--- src/rtl/coil_pwm_pkg.sv ---
// Shared types and helpers for the coil PWM driver.
// State encodings, the one-hot test and the all-off pattern.
package coil_pwm_pkg;

  typedef enum logic [1:0] {
    OFF   = 2'd0,
    DEAD  = 2'd1,
    BOOST = 2'd2,
    HOLD  = 2'd3
  } state_t;

  localparam logic [3:0] ALL_OFF = 4'b0000;

  function automatic logic is_onehot4(input logic [3:0] v);
    return (v != 4'b0000) && ((v & (v - 4'd1)) == 4'b0000);
  endfunction

endpackage

--- src/rtl/coil_pwm_gen.sv ---
// Free-running hold PWM counter with synchronous clear.
// pwm_on compares the count the next cycle will carry.
module coil_pwm_gen #(
  parameter int PWM_BITS = 8
) (
  input  logic                clk,
  input  logic                rst,
  input  logic                clr,
  input  logic [PWM_BITS-1:0] duty,
  output logic                pwm_on
);

  logic [PWM_BITS-1:0] cnt;
  logic [PWM_BITS-1:0] nxt;

  assign nxt    = clr ? '0 : cnt + PWM_BITS'(1);
  // Looking at the next count lets the registered coil output
  // line up with the counter value of the same cycle.
  assign pwm_on = nxt < duty;

  // Counter wraps naturally at 2^PWM_BITS.
  always_ff @(posedge clk) begin
    if (!rst) cnt <= '0;
    else      cnt <= nxt;
  end

endmodule

--- src/rtl/coil_pwm_driver.sv ---
// Coil driver: dead time, boost, then PWM hold.
// Non-one-hot requests are ignored and flagged on fault.
module coil_pwm_driver
  import coil_pwm_pkg::*;
#(
  parameter int DEAD_CYCLES  = 16,
  parameter int BOOST_CYCLES = 20000,
  parameter int PWM_BITS     = 8
) (
  input  logic                clk,
  input  logic                rst,
  input  logic                en,
  input  logic [3:0]          coils_in,
  input  logic [PWM_BITS-1:0] hold_duty,
  output logic [3:0]          coil_out,
  output logic                busy,
  output logic                fault
);

  localparam int DW =
    (DEAD_CYCLES > 1) ? $clog2(DEAD_CYCLES) : 1;
  localparam int BW =
    (BOOST_CYCLES > 1) ? $clog2(BOOST_CYCLES) : 1;
  localparam logic [DW-1:0] DLOAD = DW'(DEAD_CYCLES - 1);
  localparam logic [BW-1:0] BLOAD = BW'(BOOST_CYCLES - 1);

  state_t        state;
  logic [3:0]    latch;
  logic [DW-1:0] dcnt;
  logic [BW-1:0] bcnt;
  logic          valid;
  logic          chg;
  logic          pwm_clr;
  logic          pwm_on;

  assign valid   = is_onehot4(coils_in);
  assign chg     = valid && (coils_in != latch);
  assign pwm_clr = en && (state == BOOST) && !chg
                   && (bcnt == '0);

  coil_pwm_gen #(
    .PWM_BITS (PWM_BITS)
  ) u_gen (
    .clk    (clk),
    .rst    (rst),
    .clr    (pwm_clr),
    .duty   (hold_duty),
    .pwm_on (pwm_on)
  );

  // Sequencing FSM; all outputs registered alongside state.
  always_ff @(posedge clk) begin
    if (!rst) begin
      state    <= OFF;
      latch    <= ALL_OFF;
      dcnt     <= '0;
      bcnt     <= '0;
      coil_out <= ALL_OFF;
      busy     <= 1'b0;
      fault    <= 1'b0;
    end else begin
      fault <= ~valid;
      if (!en) begin
        state    <= OFF;
        coil_out <= ALL_OFF;
        busy     <= 1'b0;
      end else begin
        unique case (state)
          OFF: begin
            coil_out <= ALL_OFF;
            if (valid) begin
              latch <= coils_in;
              dcnt  <= DLOAD;
              state <= DEAD;
              busy  <= 1'b1;
            end
          end
          DEAD: begin
            // A change here only swaps the pattern;
            // the dead period keeps its original end.
            if (chg) latch <= coils_in;
            if (dcnt == '0) begin
              bcnt     <= BLOAD;
              state    <= BOOST;
              coil_out <= chg ? coils_in : latch;
            end else begin
              dcnt     <= dcnt - DW'(1);
              coil_out <= ALL_OFF;
            end
            busy <= 1'b1;
          end
          BOOST: begin
            if (chg) begin
              latch    <= coils_in;
              dcnt     <= DLOAD;
              state    <= DEAD;
              coil_out <= ALL_OFF;
            end else if (bcnt == '0) begin
              state    <= HOLD;
              busy     <= 1'b0;
              coil_out <= pwm_on ? latch : ALL_OFF;
            end else begin
              bcnt     <= bcnt - BW'(1);
              coil_out <= latch;
            end
          end
          HOLD: begin
            if (chg) begin
              latch    <= coils_in;
              dcnt     <= DLOAD;
              state    <= DEAD;
              busy     <= 1'b1;
              coil_out <= ALL_OFF;
            end else begin
              coil_out <= pwm_on ? latch : ALL_OFF;
            end
          end
          default: state <= OFF;
        endcase
      end
    end
  end

endmodule

--- config.mk ---
export PLATFORM = sky130hd
export DESIGN_NAME = coil_pwm_driver
export DESIGN_NICKNAME = d
export VERILOG_FILES = /design/src/rtl/coil_pwm_pkg.sv /design/src/rtl/coil_pwm_gen.sv /design/src/rtl/coil_pwm_driver.sv
export SDC_FILE = /design/constraint.sdc
export NUM_CORES = 1
export LEC_CHECK = 0
export ABC_AREA = 1
export BUFFER_PORTS_ARGS = -buffer_cell sky130_fd_sc_hd__buf_2
export CAP_MARGIN = 15
export CORE_MARGIN = 3
export CORE_UTILIZATION = 55
export CTS_CLUSTER_DIAMETER = 30
export CTS_CLUSTER_SIZE = 40
export DETAILED_ROUTE_END_ITERATION = 7
export PLACE_DENSITY = 0.75
export SKIP_CTS_REPAIR_TIMING = 1
export SYNTH_ARGS = -nofsm -noshare
export SYNTH_HDL_FRONTEND = slang
export SYNTH_SLANG_ARGS = --single-unit
--- constraint.sdc ---
create_clock -name clk -period 4.3 [get_ports clk]
set_input_delay 0.43 -clock clk [delete_from_list [all_inputs] [get_ports clk]]
set_output_delay 0.43 -clock clk [all_outputs]
set_load 0.03 [all_outputs]
==> run summary <==
The total overflow reported by the global router came out at 0. The internal portion of total power is 642 uW. The run finished with clean final reports. The type of the worst min-delay path is primary input to register. The number of antenna diodes in the final layout is 0. The routed wire length per instance is 11.2 um. The number of distinct library cell variants in the gate-level netlist after synthesis came out at 35. In this run the number of H-tree levels came out at 2. The first detailed-routing pass took 4 iterations.

TritonCTS built the clock tree. The part of the total power dissipated in the clock network is between 30 and 40%. The sum of negative setup slack is 0 ns. The switching power came out at around 320 uW. IR analysis of the VDD net gives a maximum drop of 188 uV. Combinational cells account for between 20% and 30% of the total power.

The synthesized instance count is 367. In this run the clock root is driven by a clkbuf_8. The effective utilization at floorplan came out at 59.5%. The number of cells traversed by the worst register-to-register path came out at 16.

Counting flops with an async set or reset pin after synthesis yields a share of 0%. The area of the multi-input gates is roughly 1400 um^2. The detail-routed via count per cell came out at 5.12. The maximum fanout encountered on the critical timing path came out at 8. The max-slew violation count is 0. The data arrival time of the critical path came out at between 2 and 3 ns. The floorplan core area is 4170 um^2. The number of flops mapped to enable cells by yosys is 0. In the final design database the tool counted 421 nets. The weighted congestion at the end of routability-driven global placement came out at 0.824. The sequential cell area in the final layout is 781 um^2. The detailed-route wire length is around 5 mm. The cell area power density came out at about 350 nW/um^2. The clock net in this run drives a total of 39 sinks.

The initial antenna violation count was 0. The required arrival time at the worst endpoint is 4.54 ns. The total die area is 5350 um^2. For this run, the top clock speed supported by timing is 376 MHz. In this run the deepest clock path goes through 2 buffers. The post-layout minimum cycle time came out at 2.66 ns.

The main flop type after synthesis is dfxtp_1. The wire length of the first global-routing pass came out at about 8.6 mm. The floorplan die width came out at 73.2 um. The synthesized design contains 39 register bits. For this block, the initial DRC count from the detailed router was 102. The worst-margin pin slew came out at between 0.8 and 0.9 ns. Counting the buffers created by CTS gives 5.

The number of buffers inserted by port buffering is 20. Headroom to the max-slew limit came out at between 40% and 50%. The number of top-level pins is 21. After the flow finishes, the layout carries non-filler instances totaling about 440. After filler insertion, the fill cell instance count of the layout stands at 400. The switching part of the total power is 33.2%. Counting every net in the synthesized netlist gives around 400. The overall global routing resource usage came out at 20.1%.

The number of cells after detailed placement came out at 434. The worst setup path is of the register to register kind. The library cell used most frequently in the layout, excluding fill and tap cells, is nand2_1. The number of global-route vias before repair is 2005. For this run, the number of Yosys warnings is 0. The HPWL after detailed placement is 3.79 mm.

The max-cap violation count came out at 0. The worst setup path is captured at a register. For this run, the register share of the synthesized area comes to 31.5%. The largest net degree at the start of global routing is 24. In the routed design, unresolved DRC markers number 0. The sequential power share came out at between 40% and 50%. The cell depth of the worst hold path is 3. The number of setup violations in the final report came out at 0. The static power due to leakage came out at 0.00137 uW.

Detailed routing inserted a total of 2264 vias. The worst setup skew after layout is 0.0120 ns. The detail route stage leaves a number of antenna-violating nets equal to 0. A synthesized cell averages 6.76 um^2. After clock tree synthesis, the clock-pin slew on the worst setup and hold paths is 0.08 ns. The height of the die is 73.2 um. The number of core rows came out at 23.

The sort of element at the start of the critical path is a register. Setup repair after global routing left no endpoint under its margin. The final-report hold violation count is 0. In the layout the commonest cells are 72 x nand2_1, 65 x inv_1, 45 x nor2_1. The share of final-layout standard cells stronger than drive strength 1 is 17.3%. The synthesized netlist occupies a cell area of 2480 um^2. The post-route clock period utilization is 61.9%. The area growth from synthesis to layout is 10.3%. At the later pin of the worst-skew pair, clock insertion delay measures slightly below 0.3 ns.
critical path, cell delays in order (launching register included):
cell      delay, ns
dfxtp_1        0.40
inv_1          0.10
ha_1           0.34
nand2_1        0.10
inv_1          0.06
nand3_4        0.12
inv_1          0.04
or2_2          0.28
inv_1          0.06
ha_1           0.22
nand2_1        0.08
nor2_1         0.05
a211oi_1       0.36
nand2_2        0.13
nand2_2        0.08
nand3_1        0.08
a21oi_2        0.11
metal layers:
layer  vias to the layer above  global-route usage [%]  wire [um]
li1                       1211                       -          -
met1                       997                    28.2       2500
met2                        52                    31.9       2140
met3                         4                    3.72        250
met4                         0                    4.92         49
met5                         -                       0          0
power by group through the flow:
stage	clock network, uW	logic (uW)	registers (uW)
detailed placement	0	246	413
global placement	0	242	413
finish	308	247	405
floorplan	0	194	412
global route	326	281	409
CTS	316	248	405
per-stage QoR:
step / hold WS, ns / setup slack [ns] / cell area, um^2 / util (%) / total power, uW
after floorplan: 0.431 / 1.89 / 2480 / - / 607
after global placement: 0.447 / 1.62 / 2630 / 62.9 / 655
after detailed placement: 0.452 / 1.52 / 2630 / 62.9 / 659
after CTS: 0.425 / 1.64 / 2740 / 65.6 / 968
after global routing: 0.457 / 1.33 / 2740 / 65.6 / 1020
final: 0.430 / 1.64 / 2740 / 65.6 / 961
path summary, 6_finish.rpt:
path / from / endpoint / slack (ns)
setup reg to reg: state[0] / coil_out[2] / 1.64
hold reg to reg: bcnt[0] / bcnt[0] / 0.47
setup / recovery: state[0] / coil_out[2] / 1.64
hold / removal: rst / bcnt[0] / 0.43
flip-flops by register name, summed over array words and instances (netlist names):
signal and count:
dcnt 4, state 2, latch 4, fault 1, u_gen.cnt 8, coil_out 4
busy 1, bcnt 15
Yosys cell counts, drive strengths merged (2+ instances only):
cell,count,area (um^2)
a211oi,3,22.5
a21oi,28,163
a221oi,2,17.5
a31oi,6,37.5
clkbuf,2,7.51
dfxtp,39,781
ha,15,188
inv,75,287
nand2,84,355
nand3,15,92.6
nand4,4,43.8
nor2,51,221
nor3,9,56.3
o21ai,23,119
or2,2,12.5
xor2,5,43.8
logic make-up (layout without fill, tap and decap cells):
logic type      count (synthesis)  in the layout  synth area share [%]
simple gates                  167            167                  32.1
buf+inv                        78            103                  12.3
compound gates                 63             63                  14.8
flops                          39             39                  31.5
fa+ha+maj                      15             15                  7.56
xor+xnor                        5              5                  1.76
final cells by class:
cell class,count,area share [%]
clock inverters,3,1.60
multi-input cells,250,51.0
well taps,50,2.29
flip-flops and latches,39,28.5
clock buffers,5,2.51
inverters,75,10.5
repair buffers,20,3.66
Power figures use the tool's default switching activity.
